[src/rtl/muldiv_seq.sv]
// Iterative multiply/divide unit: MULU/MULS (WIDTH x WIDTH) and DIVU/DIVS (2*WIDTH / WIDTH), one bit per clock.
// Optional divide datapath is built only when MULDIV_DIV_EN is defined; otherwise divide ops exit early as illegal.
module muldiv_seq #(
   parameter int WIDTH = 16
) (
   input  logic               clk_in,
   input  logic               rst_in,
   input  logic               start_in,
   input  logic [1:0]         op_in,
   input  logic [2*WIDTH-1:0] a_in,
   input  logic [WIDTH-1:0]   b_in,
   output logic               busy_out,
   output logic               done_out,
   output logic [2*WIDTH-1:0] q_out,
   output logic [3:0]         ccr_out
);

   localparam int W2 = 2 * WIDTH;
   localparam int CW = $clog2(WIDTH);
   localparam logic [CW-1:0] CNT_LAST = CW'(WIDTH - 1);
`ifdef MULDIV_DIV_EN
   localparam int AW = W2;
`else
   localparam int AW = WIDTH;
`endif

   typedef enum logic [2:0] {
      S_IDLE = 3'd0,
      S_PREP = 3'd1,
      S_CALC = 3'd2,
      S_FIX  = 3'd3,
      S_DONE = 3'd4
   } state_t;

   state_t            state_q, state_d;
   logic [1:0]        op_q, op_d;
   logic [AW-1:0]     a_q, a_d;
   logic [WIDTH-1:0]  b_q, b_d;
   logic [WIDTH-1:0]  hi_q, hi_d;
   logic [WIDTH-1:0]  lo_q, lo_d;
   logic [CW-1:0]     cnt_q, cnt_d;
   logic              neg_q, neg_d;
   logic [W2-1:0]     q_q, q_d;
   logic [3:0]        ccr_q, ccr_d;
   logic              busy_q, busy_d;
   logic              done_q, done_d;

   logic              a_neg_s, b_neg_s;
   logic [WIDTH-1:0]  mag_a_s, mag_b_s;
   logic [WIDTH:0]    sum_s;
   logic [W2-1:0]     prod_s;

   assign a_neg_s = op_q[0] & a_q[WIDTH-1];
   assign b_neg_s = op_q[0] & b_q[WIDTH-1];
   assign mag_a_s = a_neg_s ? -a_q[WIDTH-1:0] : a_q[WIDTH-1:0];
   assign mag_b_s = b_neg_s ? -b_q : b_q;
   // b_q holds the multiplicand magnitude during a multiply
   assign sum_s   = {1'b0, hi_q} + (lo_q[0] ? {1'b0, b_q} : {(WIDTH+1){1'b0}});
   assign prod_s  = neg_q ? -{hi_q, lo_q} : {hi_q, lo_q};

`ifdef MULDIV_DIV_EN
   logic              rneg_q, rneg_d;
   logic              dneg_s, t_ge_s, ovf_s;
   logic [W2-1:0]     dmag_s;
   logic [WIDTH:0]    t_s;
   logic [WIDTH-1:0]  quo_s, rem_s;

   assign dneg_s = op_q[0] & a_q[W2-1];
   assign dmag_s = dneg_s ? -a_q : a_q;
   assign t_s    = {hi_q, lo_q[WIDTH-1]};
   assign t_ge_s = (t_s >= {1'b0, b_q});
   assign quo_s  = neg_q ? -lo_q : lo_q;
   assign rem_s  = rneg_q ? -hi_q : hi_q;
   // Signed quotient magnitude must fit: < 2^(W-1) if positive, <= 2^(W-1) if negative
   assign ovf_s  = op_q[0] & lo_q[WIDTH-1] & (~neg_q | (|lo_q[WIDTH-2:0]));
`else
   logic unused_s;
   assign unused_s = ^a_in[W2-1:WIDTH];
`endif

   // Next-state, datapath and output-register computation
   always_comb begin
      state_d = state_q;
      op_d    = op_q;
      a_d     = a_q;
      b_d     = b_q;
      hi_d    = hi_q;
      lo_d    = lo_q;
      cnt_d   = cnt_q;
      neg_d   = neg_q;
      q_d     = q_q;
      ccr_d   = ccr_q;
`ifdef MULDIV_DIV_EN
      rneg_d  = rneg_q;
`endif
      case (state_q)
         S_IDLE: begin
            if (start_in) begin
               state_d = S_PREP;
               op_d    = op_in;
               a_d     = a_in[AW-1:0];
               b_d     = b_in;
            end else begin
               state_d = S_IDLE;
            end
         end
         S_PREP: begin
            cnt_d = CNT_LAST;
            if (!op_q[1]) begin
               hi_d    = {WIDTH{1'b0}};
               lo_d    = mag_b_s;
               b_d     = mag_a_s;
               neg_d   = a_neg_s ^ b_neg_s;
               state_d = S_CALC;
            end else begin
`ifdef MULDIV_DIV_EN
               hi_d   = dmag_s[W2-1:WIDTH];
               lo_d   = dmag_s[WIDTH-1:0];
               b_d    = mag_b_s;
               neg_d  = dneg_s ^ b_neg_s;
               rneg_d = dneg_s;
               if ((mag_b_s == {WIDTH{1'b0}}) || (dmag_s[W2-1:WIDTH] >= mag_b_s)) begin
                  state_d = S_DONE;
                  q_d     = a_q;
                  ccr_d   = 4'b0010;
               end else begin
                  state_d = S_CALC;
               end
`else
               state_d = S_DONE;
               q_d     = {W2{1'b0}};
               ccr_d   = 4'b0010;
`endif
            end
         end
         S_CALC: begin
`ifdef MULDIV_DIV_EN
            if (op_q[1]) begin
               hi_d = t_ge_s ? (t_s[WIDTH-1:0] - b_q) : t_s[WIDTH-1:0];
               lo_d = {lo_q[WIDTH-2:0], t_ge_s};
            end else begin
               hi_d = sum_s[WIDTH:1];
               lo_d = {sum_s[0], lo_q[WIDTH-1:1]};
            end
`else
            hi_d = sum_s[WIDTH:1];
            lo_d = {sum_s[0], lo_q[WIDTH-1:1]};
`endif
            if (cnt_q == {CW{1'b0}}) begin
               state_d = S_FIX;
            end else begin
               cnt_d = cnt_q - {{(CW-1){1'b0}}, 1'b1};
            end
         end
         S_FIX: begin
            state_d = S_DONE;
`ifdef MULDIV_DIV_EN
            if (op_q[1]) begin
               if (ovf_s) begin
                  q_d   = a_q;
                  ccr_d = 4'b0010;
               end else begin
                  q_d   = {rem_s, quo_s};
                  ccr_d = {quo_s[WIDTH-1], (quo_s == {WIDTH{1'b0}}), 1'b0, quo_s[0]};
               end
            end else begin
               q_d   = prod_s;
               ccr_d = {prod_s[W2-1], (prod_s == {W2{1'b0}}), 1'b0, prod_s[WIDTH-1]};
            end
`else
            q_d   = prod_s;
            ccr_d = {prod_s[W2-1], (prod_s == {W2{1'b0}}), 1'b0, prod_s[WIDTH-1]};
`endif
         end
         S_DONE: begin
            state_d = S_IDLE;
         end
         default: begin
            state_d = S_IDLE;
         end
      endcase
      busy_d = (state_d == S_PREP) || (state_d == S_CALC) || (state_d == S_FIX);
      done_d = (state_d == S_DONE);
   end

   // State, datapath and registered outputs
   always_ff @(posedge clk_in or posedge rst_in) begin
      if (rst_in) begin
         state_q <= S_IDLE;
         op_q    <= 2'b00;
         a_q     <= {AW{1'b0}};
         b_q     <= {WIDTH{1'b0}};
         hi_q    <= {WIDTH{1'b0}};
         lo_q    <= {WIDTH{1'b0}};
         cnt_q   <= {CW{1'b0}};
         neg_q   <= 1'b0;
         q_q     <= {W2{1'b0}};
         ccr_q   <= 4'b0000;
         busy_q  <= 1'b0;
         done_q  <= 1'b0;
`ifdef MULDIV_DIV_EN
         rneg_q  <= 1'b0;
`endif
      end else begin
         state_q <= state_d;
         op_q    <= op_d;
         a_q     <= a_d;
         b_q     <= b_d;
         hi_q    <= hi_d;
         lo_q    <= lo_d;
         cnt_q   <= cnt_d;
         neg_q   <= neg_d;
         q_q     <= q_d;
         ccr_q   <= ccr_d;
         busy_q  <= busy_d;
         done_q  <= done_d;
`ifdef MULDIV_DIV_EN
         rneg_q  <= rneg_d;
`endif
      end
   end

   assign busy_out = busy_q;
   assign done_out = done_q;
   assign q_out    = q_q;
   assign ccr_out  = ccr_q;

endmodule

[config.mk]
export PLATFORM = sky130hd
export DESIGN_NAME = muldiv_seq
export DESIGN_NICKNAME = d
export VERILOG_FILES = /design/src/rtl/muldiv_seq.sv
export SDC_FILE = /design/constraint.sdc
export NUM_CORES = 1
export LEC_CHECK = 0
export CORE_ASPECT_RATIO = 1.1
export CORE_MARGIN = 2
export CORE_UTILIZATION = 50
export DETAILED_ROUTE_END_ITERATION = 10
export HOLD_SLACK_MARGIN = 0.02
export PLACE_DENSITY = 0.89
export RECOVER_POWER = 50
export SYNTH_ARGS = -nofsm -noshare
export SYNTH_HDL_FRONTEND = slang
export SYNTH_SLANG_ARGS = --single-unit
[constraint.sdc]
create_clock -name clk_in -period 3.55 [get_ports clk_in]
set_clock_uncertainty 0.2 [all_clocks]
set_input_delay 0.355 -clock clk_in [delete_from_list [all_inputs] [get_ports clk_in]]
set_output_delay 0.355 -clock clk_in [all_outputs]
set_load 0.01 [all_outputs]
==> qor.yml, run 1 <==
clocking:
  cts_made_buffers: 9
  cts.repair.resized: 0
  cts_tree: "built"
  clockRootBuffer: "clkbuf_16"
  ctsHoldBuffers: 0
  worstSkewPairLatency_ns: 0.35
  cts_sinks: 110
  path_clk_slew_ns: 0.08
  h-tree-depth: 3
  clk_path_buf_depth: 2
  cts_setup_buffers: 0
floorplan:
  die_w_um: 115
  die_area_mm2: 0.0145
  ios: 91
  dieHeight_um: 126
  start_util_pct: 51.3
  coreArea_mm2: 0.0132
  rows: 44
setup_path:
  cp_slowest_cell: "dfrtp_1"
  r2r_start: "lo_q[0]"
  slowest_delay_ns: 0.57
  cp-start-kind: "register"
  critPathCaptureType: "register"
  r2r_cells: 9
  crit_path_frequent_cell: "and2_1"
  required_ns: 3.55
  critical_path_class: "reg -> reg"
  cp.arrival_ns: 3.24
  reg2reg_to: "hi_q[14]"
  path_cells: "and2_1 > ha_1 > and2_1 > a22o_1 > o41a_1 > a211o_1 > a311oi_1 > xor2_1 > o21ai_0"
  path_max_fanout: 18
  rrSetupSlack_ns: 0.31
drt:
  viasPerCell: 6.08
  drt-wirelength-per-cell_um: 16.6
  drc_errors: 0
  drt-total-wl_um: 16200
  postRouteAntennaNets: 0
  first_pass_iters: 5
  drt-initial-drc-count: 501
  num_vias: 5925
power_and_ir_drop:
  p_leak_nw: 3.33
  peakVddDrop_mv: 0.381
  p_sw_share_pct: 44.6
  p_comb_share_pct: 50.7
  switchingPower_w: 0.00313
  p_int_w: 0.00389
  power.density_mw_per_mm2: 893
  seqPwrFrac_pct: 35.0
  clkPwrFrac_pct: 14.3
cells_and_area:
  regArea_mm2: 0.00275
  synthToLayoutAreaGrowth_pct: 16.0
  fin_nets: 882
  drive_gt1_share_pct: 7.01
  layout_common_cells: "dfrtp_1, o21ai_0, nand2_1, clkdlybuf4s50_1, nor2_1"
  final_common_cell: "dfrtp_1"
  design_area_mm2: 0.00786
  fin_util_pct: 59.5
  diodes: 0
  fill_cells: 1169
  multi_input_area_mm2: 0.00369
run_status:
  violations: "capacitance limit, slew limit"
  status: "complete, but fails checks"
global_routing:
  antenna_found_initial: 0
  grt_overflow_total: 0
  grt_usage_pct: 23.3
  grt_pass1_vias: 5752
  grt_max_degree: 49
  grt_pass1_wl_um: 27500
logic_synthesis:
  synth_top_area_share_pct: 40.6
  syn_nets: 830
  synthTopCellsByArea: "dfrtp_1, o21ai_0, xnor2_1, nand2_1, ha_1"
  syn_avg_cell_area_um2: 8.97
  async_reset_ff_share_pct: 100
  synth_edf_count: 0
  yosysTopAreaCell: "dfrtp_1"
  synth_cell_types: 68
  synth_area_mm2: 0.00678
  synth-seq-cells: 110
  syn_inst: 756
  ys_seq_area_share_pct: 40.6
  synthFlopType: "dfrtp_1"
  ys_warn_count: 0
hold_path:
  hold_depth: 2
  min-delay-start: "q_out[11]"
  hold_class: "reg -> reg"
  holdPathEnd: "q_out[11]"
sta:
  tns_ns: 0
  worst_slew_pin_slew_ns: 1.79
  worst_slack_ns: 0.314
  slew_violations: 43
  finalHoldViolCount: 0
  setup-violations-final: 0
  max_freq_mhz: 309
  rsz0062_at_grt: "no"
  max_slew_margin_pct: -19.9
  post-route-period-util_pct: 91.2
  final.min_clock_period_ns: 3.24
run:
  drv_cap: 1
placement:
  dp_slack_ns: 0.332
  port_buffers: 74
  globalplace.congestion: 0.909
  placed_area_mm2: 0.00760
  hpwlAfterDp_um: 12200
==> cell usage after synthesis (4+ instances only) <==
master    instances
buf_6             5
a21oi_1          45
mux2_2           16
nand4_1           6
and3_1            4
nor3b_1           4
nand3_1          22
xnor2_1          37
o41ai_1           7
xor2_1           23
a31oi_1           6
and2_1           15
mux2i_1           8
nor2_1           48
o21a_1            5
nand2_1          73
nand2b_1          5
ha_1             20
a22o_1           10
buf_4             4
a22oi_1          14
clkbuf_1         34
nor4_1            9
dfrtp_1         110
inv_1            23
nand3b_1          4
nor3_1           20
or3_1            14
o21ai_0          87
a21o_1            6
o31ai_1          11
==> per-layer routing <==
metal | track usage [%] | share of wire [%] | wire, um | vias up
li1 | - | - | - | 2833
met1 | 30.4 | 42 | 6780 | 2814
met2 | 38.2 | 49 | 7880 | 229
met3 | 3.42 | 5.4 | 878 | 49
met4 | 10.3 | 3.9 | 637 | 0
met5 | 0 | 0 | 0 | -
==> worst max-delay path: cells and delay by family, from the launching register on <==
kind                       cells  cell delay (ns)
adders and majority gates      1             0.33
AOI/OAI and AO/OA              5             1.35
DFF                            1             0.57
xor gates and xnor gates       1             0.16
and+or+nand+nor                2             0.46
==> kinds of logic (layout without fill, tap and decap cells) <==
group / after synthesis / after routing / synth area share, %
AOI/OAI and AO/OA: 223 / 223 / 20.4
and+or+nand+nor: 246 / 246 / 18.3
adders and majority gates: 21 / 21 / 3.99
xor gates and xnor gates: 60 / 60 / 7.75
buffers and inverters: 72 / 129 / 5.08
DFF: 110 / 110 / 40.6
muxes: 24 / 24 / 3.84
==> worst max-delay path by stage <==
stage	slack, ns	depth (start not counted)	endpoint	startpoint
4_1_cts	0.29	12	hi_q[13]	lo_q[0]
2_1_floorplan	0.09	1	a_q[0]	rst_in
3_3_place_gp	0.39	9	hi_q[13]	lo_q[0]
3_5_place_dp	0.33	12	hi_q[13]	lo_q[0]
6_report	0.31	9	hi_q[14]	lo_q[0]
5_1_grt	0.09	12	hi_q[11]	lo_q[0]
==> layout make-up <==
cell class / count / area share (%)
Multi-Input combinational cell: 574 / 46.9
Sequential cell: 110 / 35.0
Timing Repair Buffer: 89 / 10.7
Clock buffer: 10 / 3.04
Tap cell: 161 / 2.56
Inverter: 24 / 1.16
Clock inverter: 6 / 0.684
==> state kept, by name (all words and copies together) (netlist names), 2 cells and up <==
| signal | count |
|---|---|
| hi_q | 16 |
| b_q | 16 |
| state_q | 3 |
| lo_q | 16 |
| ccr_out | 2 |
| a_q | 16 |
| q_out | 32 |
| op_q | 2 |
| cnt_q | 4 |
==> power groups by stage <==
stage          Sequential, W  Clock (W)  Combinational (W)
3_3_place_gp         0.00243          0            0.00344
5_1_grt              0.00255    0.00106            0.00398
3_5_place_dp         0.00247          0            0.00355
4_1_cts              0.00245    0.00101            0.00358
2_1_floorplan        0.00226          0            0.00270
6_report             0.00246    0.00100            0.00356
==> metrics by stage <==
step	power [W]	hold WS [ns]	instances
floorplan	0.00495	0.269	756
global placement	0.00587	0.261	958
detailed placement	0.00602	0.270	958
CTS	0.00704	0.223	974
global route	0.00759	0.303	974
finish	0.00702	0.280	974
(Power assumes the default switching activity.)
==> run 2, diff against run 1 <==
--- a/config.mk
+++ b/config.mk
@@ -5,8 +5,9 @@
 export SDC_FILE = /design/constraint.sdc
 export NUM_CORES = 1
 export LEC_CHECK = 0
+export CAP_MARGIN = 5
 export CORE_ASPECT_RATIO = 1.1
-export CORE_MARGIN = 2
+export CORE_MARGIN = 8
 export CORE_UTILIZATION = 50
 export DETAILED_ROUTE_END_ITERATION = 10
 export HOLD_SLACK_MARGIN = 0.02
==> run 2 against run 1 <==
The run still ends with capacitance limit, slew limit left. Global-route usage is 5.2 points lower. Via count is 2.1% lower. Clock-buffer cell count is 1 higher. Sequential share of layout area is 0.13 points higher. Register-to-register slack hardly changed. Routed wire length is 0.94% lower. Combinational power is 1% lower. Power is 1.5% lower. Flip-flop and latch count stayed put. Sequential power hardly changed.
==> qor.yml, run 2 (same netlist as run 1, synthesis figures left out) <==
run_status:
  status: "complete, but fails checks"
  violations: "capacitance limit, slew limit"
floorplan:
  start_util_pct: 51.3  # unchanged
  rows: 44  # unchanged
  dieHeight_um: 138  # +9.5%
  coreArea_mm2: 0.0132  # unchanged
  die_w_um: 127  # +10%
  ios: 91  # unchanged
  die_area_mm2: 0.0175  # +21%
sta:
  finalHoldViolCount: 0  # unchanged
  final.min_clock_period_ns: 3.23  # -0.00209 ns
  post-route-period-util_pct: 91.1  # about the same
  rsz0062_at_grt: "no"
  setup-violations-final: 0  # unchanged
  slew_violations: 59  # +37%
  max_freq_mhz: 309  # about the same
  worst_slack_ns: 0.316  # +0.00209 ns
  max_slew_margin_pct: -49.0  # -29 points
  worst_slew_pin_slew_ns: 2.23  # +0.445 ns
  whs_ns: 0.278  # -0.00231 ns
  tns_ns: 0  # unchanged
drt:
  viasPerCell: 5.98  # -1.6%
  first_pass_iters: 5  # unchanged
  drc_errors: 0  # unchanged
  drt-wirelength-per-cell_um: 16.5  # -0.43%
  drt-initial-drc-count: 521  # +4.0%
  postRouteAntennaNets: 0  # unchanged
  num_vias: 5798  # -2.1%
  drt-total-wl_um: 16000  # -0.94%
placement:
  dp_slack_ns: 0.344  # +0.0120 ns
  hpwlAfterDp_um: 12200  # +0.36%
  globalplace.congestion: 0.958  # +5.3%
  port_buffers: 74  # unchanged
cells_and_area:
  final_common_cell: "dfrtp_1"
  largest_reg_flops: 32  # unchanged
  drive_gt1_share_pct: 6.31  # -0.70 points
  layout_common_cells: "dfrtp_1, o21ai_0, nand2_1, clkdlybuf4s50_1, nor2_1"
  synthToLayoutAreaGrowth_pct: 15.6
  diodes: 0  # unchanged
  fin_nets: 879  # -0.34%
clocking:
  path_clk_slew_ns: 0.07  # about the same
  ctsHoldBuffers: 0  # unchanged
  clk_path_buf_depth: 2  # unchanged
  worstSkewPairLatency_ns: 0.35  # about the same
  cts_tree: "built"
  cts_setup_buffers: 0  # unchanged
  h-tree-depth: 3  # unchanged
  cts_made_buffers: 9  # unchanged
  cts_sinks: 110  # unchanged
  clockRootBuffer: "clkbuf_16"
  cts.repair.resized: 0  # unchanged
setup_path:
  critical_path_class: "reg -> reg"
  critPathCaptureType: "register"
  rrSetupSlack_ns: 0.32  # about the same
  path_max_fanout: 18  # unchanged
  r2r_cells: 9  # unchanged
  required_ns: 3.59  # +0.04 ns
  reg2reg_to: "hi_q[13]"
  r2r_start: "lo_q[0]"
  cp.arrival_ns: 3.28  # +0.04 ns
  cp-start-kind: "register"
global_routing:
  grt_overflow_total: 0  # unchanged
  antenna_found_initial: 0  # unchanged
  grt_usage_pct: 18.1  # -5.2 points
  grt_pass1_wl_um: 26300  # -4.4%
  grt_pass1_vias: 5477  # -4.8%
  grt_max_degree: 60  # +22%
run:
  drv_cap: 1  # unchanged
power_and_ir_drop:
  power.density_mw_per_mm2: 883  # -1.1%
  p_leak_nw: 3.28  # -1.3%
  peakVddDrop_mv: 0.357  # -6.4%
hold_path:
  min-delay-start: "q_out[2]"
  hold_class: "reg -> reg"
  hold_depth: 2  # unchanged
  holdPathEnd: "q_out[2]"
==> run 2: stage by stage <==
step | instances | area, um2 | util, % | total power (W)
floorplan | 756 | 6780 | - | 0.00495
global placement | 955 | 7580 | 57.4 | 0.00585
detailed placement | 955 | 7580 | 57.4 | 0.00599
CTS | 969 | 7860 | 59.5 | 0.00695
global route | 969 | 7830 | 59.3 | 0.00747
finish | 969 | 7830 | 59.3 | 0.00692
==> run 2: final cells by class <==
class,instances,area (um2)
fillers,1144,5380
repair buffers,86,830
clock inverters,3,21.3
well taps,161,201
multi-input cells,574,3690
inverters,24,90.1
flip-flops and latches,110,2750
clock buffers,11,253
==> run 2: report_power, final <==
part           switching [W]  leakage (nW)  internal [W]
sequential          0.000700          1.40       0.00176
combinational        0.00190          1.75       0.00161
clock               0.000442         0.133      0.000507
total                0.00304          3.28       0.00388
==> run 2: layer usage <==
metal	wire length (um)	vias up	GRT usage, %
met5	0	-	0
met4	432	0	7.40
met3	1010	41	4.50
met2	7590	199	29.2
met1	6990	2722	22.7
li1	-	2836	-
==> run 2: critical path, cell delays in order, from the launching register on <==
cell and delay [ns]:
dfrtp_1 0.55, and2_1 0.27, ha_1 0.33, nor2b_1 0.17, o31a_1 0.24, o21ai_0 0.26
a21oi_1 0.17, o311a_1 0.38, or3_1 0.31, a32o_1 0.25
==> run 2: worst max path at each step <==
stage            start        to  slack, ns  depth (start not counted)
2_1_floorplan   rst_in    a_q[0]       0.09                          1
3_3_place_gp   lo_q[0]  hi_q[13]       0.38                          9
3_5_place_dp   lo_q[0]  hi_q[13]       0.34                          9
4_1_cts        lo_q[0]  hi_q[13]       0.34                          9
5_1_grt        lo_q[0]  hi_q[13]       0.11                         12
6_report       lo_q[0]  hi_q[13]       0.32                          9
